==> config.mk <==
export PLATFORM = sky130hd
export DESIGN_NAME = oam_dma_ctrl
export DESIGN_NICKNAME = d
export VERILOG_FILES = /design/src/rtl/nes_bus_pkg.sv /design/src/rtl/oam_dma_ctrl.sv
export SDC_FILE = /design/constraint.sdc
export NUM_CORES = 1
export LEC_CHECK = 0
export BUFFER_PORTS_ARGS = -buffer_cell sky130_fd_sc_hd__buf_2
export CAP_MARGIN = 10
export CELL_PAD_IN_SITES_DETAIL_PLACEMENT = 1
export CELL_PAD_IN_SITES_GLOBAL_PLACEMENT = 1
export CORE_UTILIZATION = 37
export DETAILED_ROUTE_END_ITERATION = 8
export PLACE_DENSITY = 0.89
export SYNTH_ARGS = -nofsm -noshare
export SYNTH_HDL_FRONTEND = slang
export SYNTH_SLANG_ARGS = --single-unit
==> constraint.sdc <==
create_clock -name clk -period 2.5 [get_ports clk]
set_input_delay 0.5 -clock clk [delete_from_list [all_inputs] [get_ports clk]]
set_output_delay 0.5 -clock clk [all_outputs]
set_load 0.01 [all_outputs]
==> src/rtl/nes_bus_pkg.sv <==
// Shared CPU-bus constants and the sprite-DMA state encoding.
package nes_bus_pkg;

    localparam int ADDR_W = 16;
    localparam int DATA_W = 8;

    localparam logic [ADDR_W-1:0] OAMDMA_ADDR  = 16'h4014;
    localparam logic [ADDR_W-1:0] OAMDATA_ADDR = 16'h2004;

    typedef enum logic [2:0] {
        IDLE,
        DELAY,
        READ,
        WAIT,
        WRITE
    } dma_state_t;

endpackage

==> src/rtl/oam_dma_ctrl.sv <==
// Sprite DMA engine: passes CPU bus cycles through, and on a write to 4014
// halts the core and copies one 256-byte page to 2004.
module oam_dma_ctrl
    import nes_bus_pkg::*;
#(
    parameter int RD_LAT    = 1,
    parameter int START_DLY = 1
) (
    input  logic              clk,
    input  logic              rst,
    input  logic [ADDR_W-1:0] core_addr,
    input  logic [DATA_W-1:0] core_data_wr,
    input  logic              core_write_en,
    input  logic              core_read_en,
    output logic [DATA_W-1:0] core_data_rd,
    output logic              core_halt,
    output logic [ADDR_W-1:0] bus_addr,
    output logic [DATA_W-1:0] bus_data_wr,
    output logic              bus_write_en,
    output logic              bus_read_en,
    input  logic [DATA_W-1:0] bus_data_rd,
    output logic              dma_busy
);

    localparam logic [1:0] DLY_LAST  = (START_DLY > 0) ? 2'(START_DLY - 1) : 2'd0;
    localparam logic [1:0] WAIT_LAST = 2'(RD_LAT - 1);

    dma_state_t        state, state_n;
    logic [7:0]        page, page_n;
    logic [7:0]        cnt, cnt_n;
    logic [1:0]        dcnt, dcnt_n;
    logic [DATA_W-1:0] data_latch, data_latch_n;
    logic              halt;
    logic              trigger;

    assign trigger      = core_write_en && (core_addr == OAMDMA_ADDR);
    assign core_data_rd = bus_data_rd;
    assign core_halt    = halt;
    assign dma_busy     = halt;

    always_comb begin
        state_n      = state;
        page_n       = page;
        cnt_n        = cnt;
        dcnt_n       = dcnt;
        data_latch_n = data_latch;
        bus_addr     = '0;
        bus_data_wr  = '0;
        bus_write_en = 1'b0;
        bus_read_en  = 1'b0;

        case (state)
            IDLE: begin
                bus_addr     = core_addr;
                bus_data_wr  = core_data_wr;
                bus_write_en = core_write_en && !trigger;
                bus_read_en  = core_read_en;
                if (trigger) begin
                    page_n  = core_data_wr;
                    cnt_n   = '0;
                    dcnt_n  = '0;
                    state_n = (START_DLY > 0) ? DELAY : READ;
                end
            end
            DELAY: begin
                if (dcnt == DLY_LAST) begin
                    dcnt_n  = '0;
                    state_n = READ;
                end else begin
                    dcnt_n = dcnt + 2'd1;
                end
            end
            READ: begin
                bus_addr    = {page, cnt};
                bus_read_en = 1'b1;
                dcnt_n      = '0;
                state_n     = WAIT;
            end
            WAIT: begin
                // Address held so the decoder's read data stays valid until capture.
                bus_addr = {page, cnt};
                if (dcnt == WAIT_LAST) begin
                    data_latch_n = bus_data_rd;
                    state_n      = WRITE;
                end else begin
                    dcnt_n = dcnt + 2'd1;
                end
            end
            WRITE: begin
                bus_addr     = OAMDATA_ADDR;
                bus_data_wr  = data_latch;
                bus_write_en = 1'b1;
                if (cnt == 8'hFF) begin
                    state_n = IDLE;
                end else begin
                    cnt_n   = cnt + 8'd1;
                    state_n = READ;
                end
            end
            default: state_n = IDLE;
        endcase
    end

    always_ff @(posedge clk) begin
        if (rst) begin
            state      <= IDLE;
            page       <= '0;
            cnt        <= '0;
            dcnt       <= '0;
            data_latch <= '0;
            halt       <= 1'b0;
        end else begin
            state      <= state_n;
            page       <= page_n;
            cnt        <= cnt_n;
            dcnt       <= dcnt_n;
            data_latch <= data_latch_n;
            halt       <= (state_n != IDLE);
        end
    end

endmodule

==> flow_metrics.tcl <==
set metrics [dict create \
    status "finished clean" \
    crit_chain "nor2_1, buf_4, o21ai_0, nand2_1, buf_2" \
    drc 0 \
    hold_ws_ns 0.449 \
    p_leak_nw 0.996 \
    gp_congestion 0.784 \
    r2r_cells 5 \
    start_util_pct 38.9 \
    cpMaxStageDelayCell "nor2_1" \
    area_delta_synth_final_pct 23.1 \
    synthCells 227 \
    cts_tree "built" \
    n_fill_cell 614 \
    hold_viol_final 0 \
    fin_worst_skew_ns 0.00629 \
    max_stage_delay_ns 0.40 \
    finalCriticalPeriod_ns 2.22 \
    fmax_mhz 450 \
    dieArea_um2 5320 \
    grt_use_total_pct 22.7 \
    cts_made_buffers 5 \
    pwr_density_cell_nw_per_um2 541 \
    fin_nets 327 \
    synth_edf_count 0 \
    worstHoldStart "bus_data_rd[1]" \
    hp-class "input pin to flop" \
    netlist-cell-type-count 41 \
    die_h_um 72.9 \
    p_sw_uw 419 \
    syn_avg_cell_area_um2 8.20 \
    place_area_um2 2210 \
    grt_pass1_vias 1826 \
    setup_ws_ns 0.277 \
    power_frac_seq_pct 39.8 \
    grt_max_degree 40 \
    swShare_pct 33.8 \
    synth_top_area_share_pct 32.3 \
    synth.yosys.warnings 0 \
    cts_hold_buf 0 \
    hold_path_end "data_latch[1]$_SDFFE_PP0P_" \
    core_area_um2 4790 \
    cts.repair.resized 0 \
    required_ns 2.00 \
    synth_top_cells_by_area "dfxtp_1, mux2i_1, nor2_1, nand2b_1, a22oi_1" \
    setup_tns_ns 0 \
    clock_latency_ns 0.30 \
    synth_area_leader_cell "dfxtp_1" \
    viasPerCell 5.24 \
    drive_above_1_share_pct 32.6 \
    die_x_um 72.9 \
    intPower_uw 820 \
    antenna_cells 0 \
    path_class "flop to output pin" \
    cap_violations 0 \
    syn-num-nets 266 \
    rsz0062_at_grt "no" \
    ys_seq_elements 30 \
    end_kind "output pin" \
    setup_violations 0 \
    regArea_um2 601 \
    placed_cells 348 \
    arrival_ns 1.72 \
    post-route-period-util_pct 88.9 \
    fin_cells 355 \
    ios 72 \
    maxSlewHeadroom_pct 57.0 \
    netlist_area_um2 1860 \
    dr.pass1.iters 4 \
    cts_sinks 30 \
    maxSlewViolCount 0 \
    p_comb_share_pct 29.9 \
    multi_input_area_um2 1110 \
    ys_seq_area_share_pct 32.3 \
    cts_max_path_buffers 2 \
    reg2reg_from "state[2]$_SDFF_PP0_" \
    vias 1859 \
    async_reset_ff_share_pct 0 \
    worstMarginPinSlew_ns 0.644 \
    worst-path-stages 5 \
    critPathMaxFanout 12 \
    grt-ovfl-total 0 \
    fin_util_pct 47.9 \
    fin_area_um2 2290 \
    post-cts-setup-buffers 0 \
    start_kind "flop" \
    clk_pin_slew_ns 0.07 \
    wl_per_cell_um 15.8 \
    ir_worst_vdd_mv 0.282 \
    cts_root_buffer "clkbuf_8" \
    r2r-end "dcnt[0]$_SDFFE_PP0P_" \
    p_clk_share_pct 30.3 \
    wirelength_mm 5.61 \
    grt_pass1_wl_mm 8.94 \
    numPortBuffers 71 \
    drtIter0Drc 97 \
    hold_depth 3 \
    p_total_mw 1.24 \
    crit_start "state[0]$_SDFF_PP0_" \
    dp_hpwl_mm 4.12 \
    path_delay_family "simple AND/OR/NAND/NOR gates" \
    cp.buffers_inverters 2 \
    ff2ff_setup_slack_ns 0.58 \
    antenna_found_initial 0 \
    cts.htree.levels 2 \
    rows 25 \
    pre_cts_ws_ns 0.439 \
    ant_nets 0 \
    synth_ff_type "dfxtp_1" \
]
## layout make-up
class                      instances  share of cell area, %
timing repair buffer              78                   17.8
sequential                        30                   26.2
inverter                           4                  0.655
clock buffer                       5                   3.00
multi-input combinational        169                   48.3
clock inverter                     2                  0.437
tap                               67                   3.66
## layer usage
layer	GRT usage, %	vias up	share of wire (%)
met5	0	-	0
met4	7.19	0	1.3
met3	6.77	7	6.3
met2	37.9	65	48
li1	-	901	-
met1	28.0	886	44
## worst max-delay path by stage
stage                   endpoint  slack [ns]
floorplan            bus_addr[0]        0.57
global placement    bus_write_en        0.43
detailed placement  bus_write_en        0.44
CTS                 bus_addr[13]        0.27
global route        bus_addr[13]        0.16
finish              bus_addr[13]        0.28
## worst reg2reg max path, stage by stage (launching register included)
cell	delay [ns]
dfxtp_1	0.46
buf_4	0.26
nand4b_1	0.49
a31oi_1	0.31
o41ai_1	0.14
o22ai_1	0.19
## cell families (layout without fill, tap and decap cells)
group / count (synthesis) / in the layout / share of synthesized area, %
compound gates: 38 / 38 / 13.5
buf+inv: 28 / 89 / 8.33
fa+ha+maj: 3 / 3 / 2.02
simple gates: 103 / 103 / 30.9
mux: 18 / 18 / 9.68
flops: 30 / 30 / 32.3
xor+xnor: 7 / 7 / 3.29
## registers in the layout, summed over array words and instances, names as in the netlist
name        count
core_halt       1
state           3
data_latch      8
dcnt            2
cnt             8
page            8
## placed cells by master, fill, tap and decap left out, types with 2 or more instances in the layout
| cell type | instances |
|---|---|
| buf_2 | 71 |
| nor2_1 | 30 |
| dfxtp_1 | 30 |
| nand2_1 | 25 |
| mux2i_1 | 18 |
| nand2b_1 | 17 |
| a22oi_1 | 14 |
| a21oi_1 | 9 |
| nor3_1 | 8 |
| buf_4 | 7 |
| xor2_1 | 6 |
| clkbuf_8 | 5 |
| inv_1 | 4 |
| and3_1 | 4 |
| o22ai_1 | 4 |
| nand4_1 | 3 |
| o211ai_1 | 3 |
| ha_1 | 3 |
| o21ai_0 | 2 |
| or2_2 | 2 |
| nor4_4 | 2 |
| nand3b_1 | 2 |
| clkinv_2 | 2 |
## synthesized netlist by cell type (2+ instances only)
library cell and count:
nand2b_1 17, inv_1 4, buf_6 2, nor3_1 8, nand4_1 3, o211ai_1 3, buf_1 2, or2_2 2
a22oi_1 14, nor2_1 30, nand2_1 25, o22ai_1 4, nand3b_1 2, nor4_4 2, dfxtp_1 30, a21oi_1 9
mux2i_1 18, ha_1 3, clkbuf_1 10, o21ai_0 2, xor2_1 6, buf_4 9, and3_1 4
## power groups by stage
stage	Sequential [mW]	Combinational, mW	Clock [mW]
floorplan	0.501	0.218	0
global placement	0.503	0.360	0
detailed placement	0.504	0.371	0
CTS	0.493	0.373	0.385
global route	0.495	0.406	0.414
finish	0.493	0.370	0.376
Power figures use the tool's default switching activity.
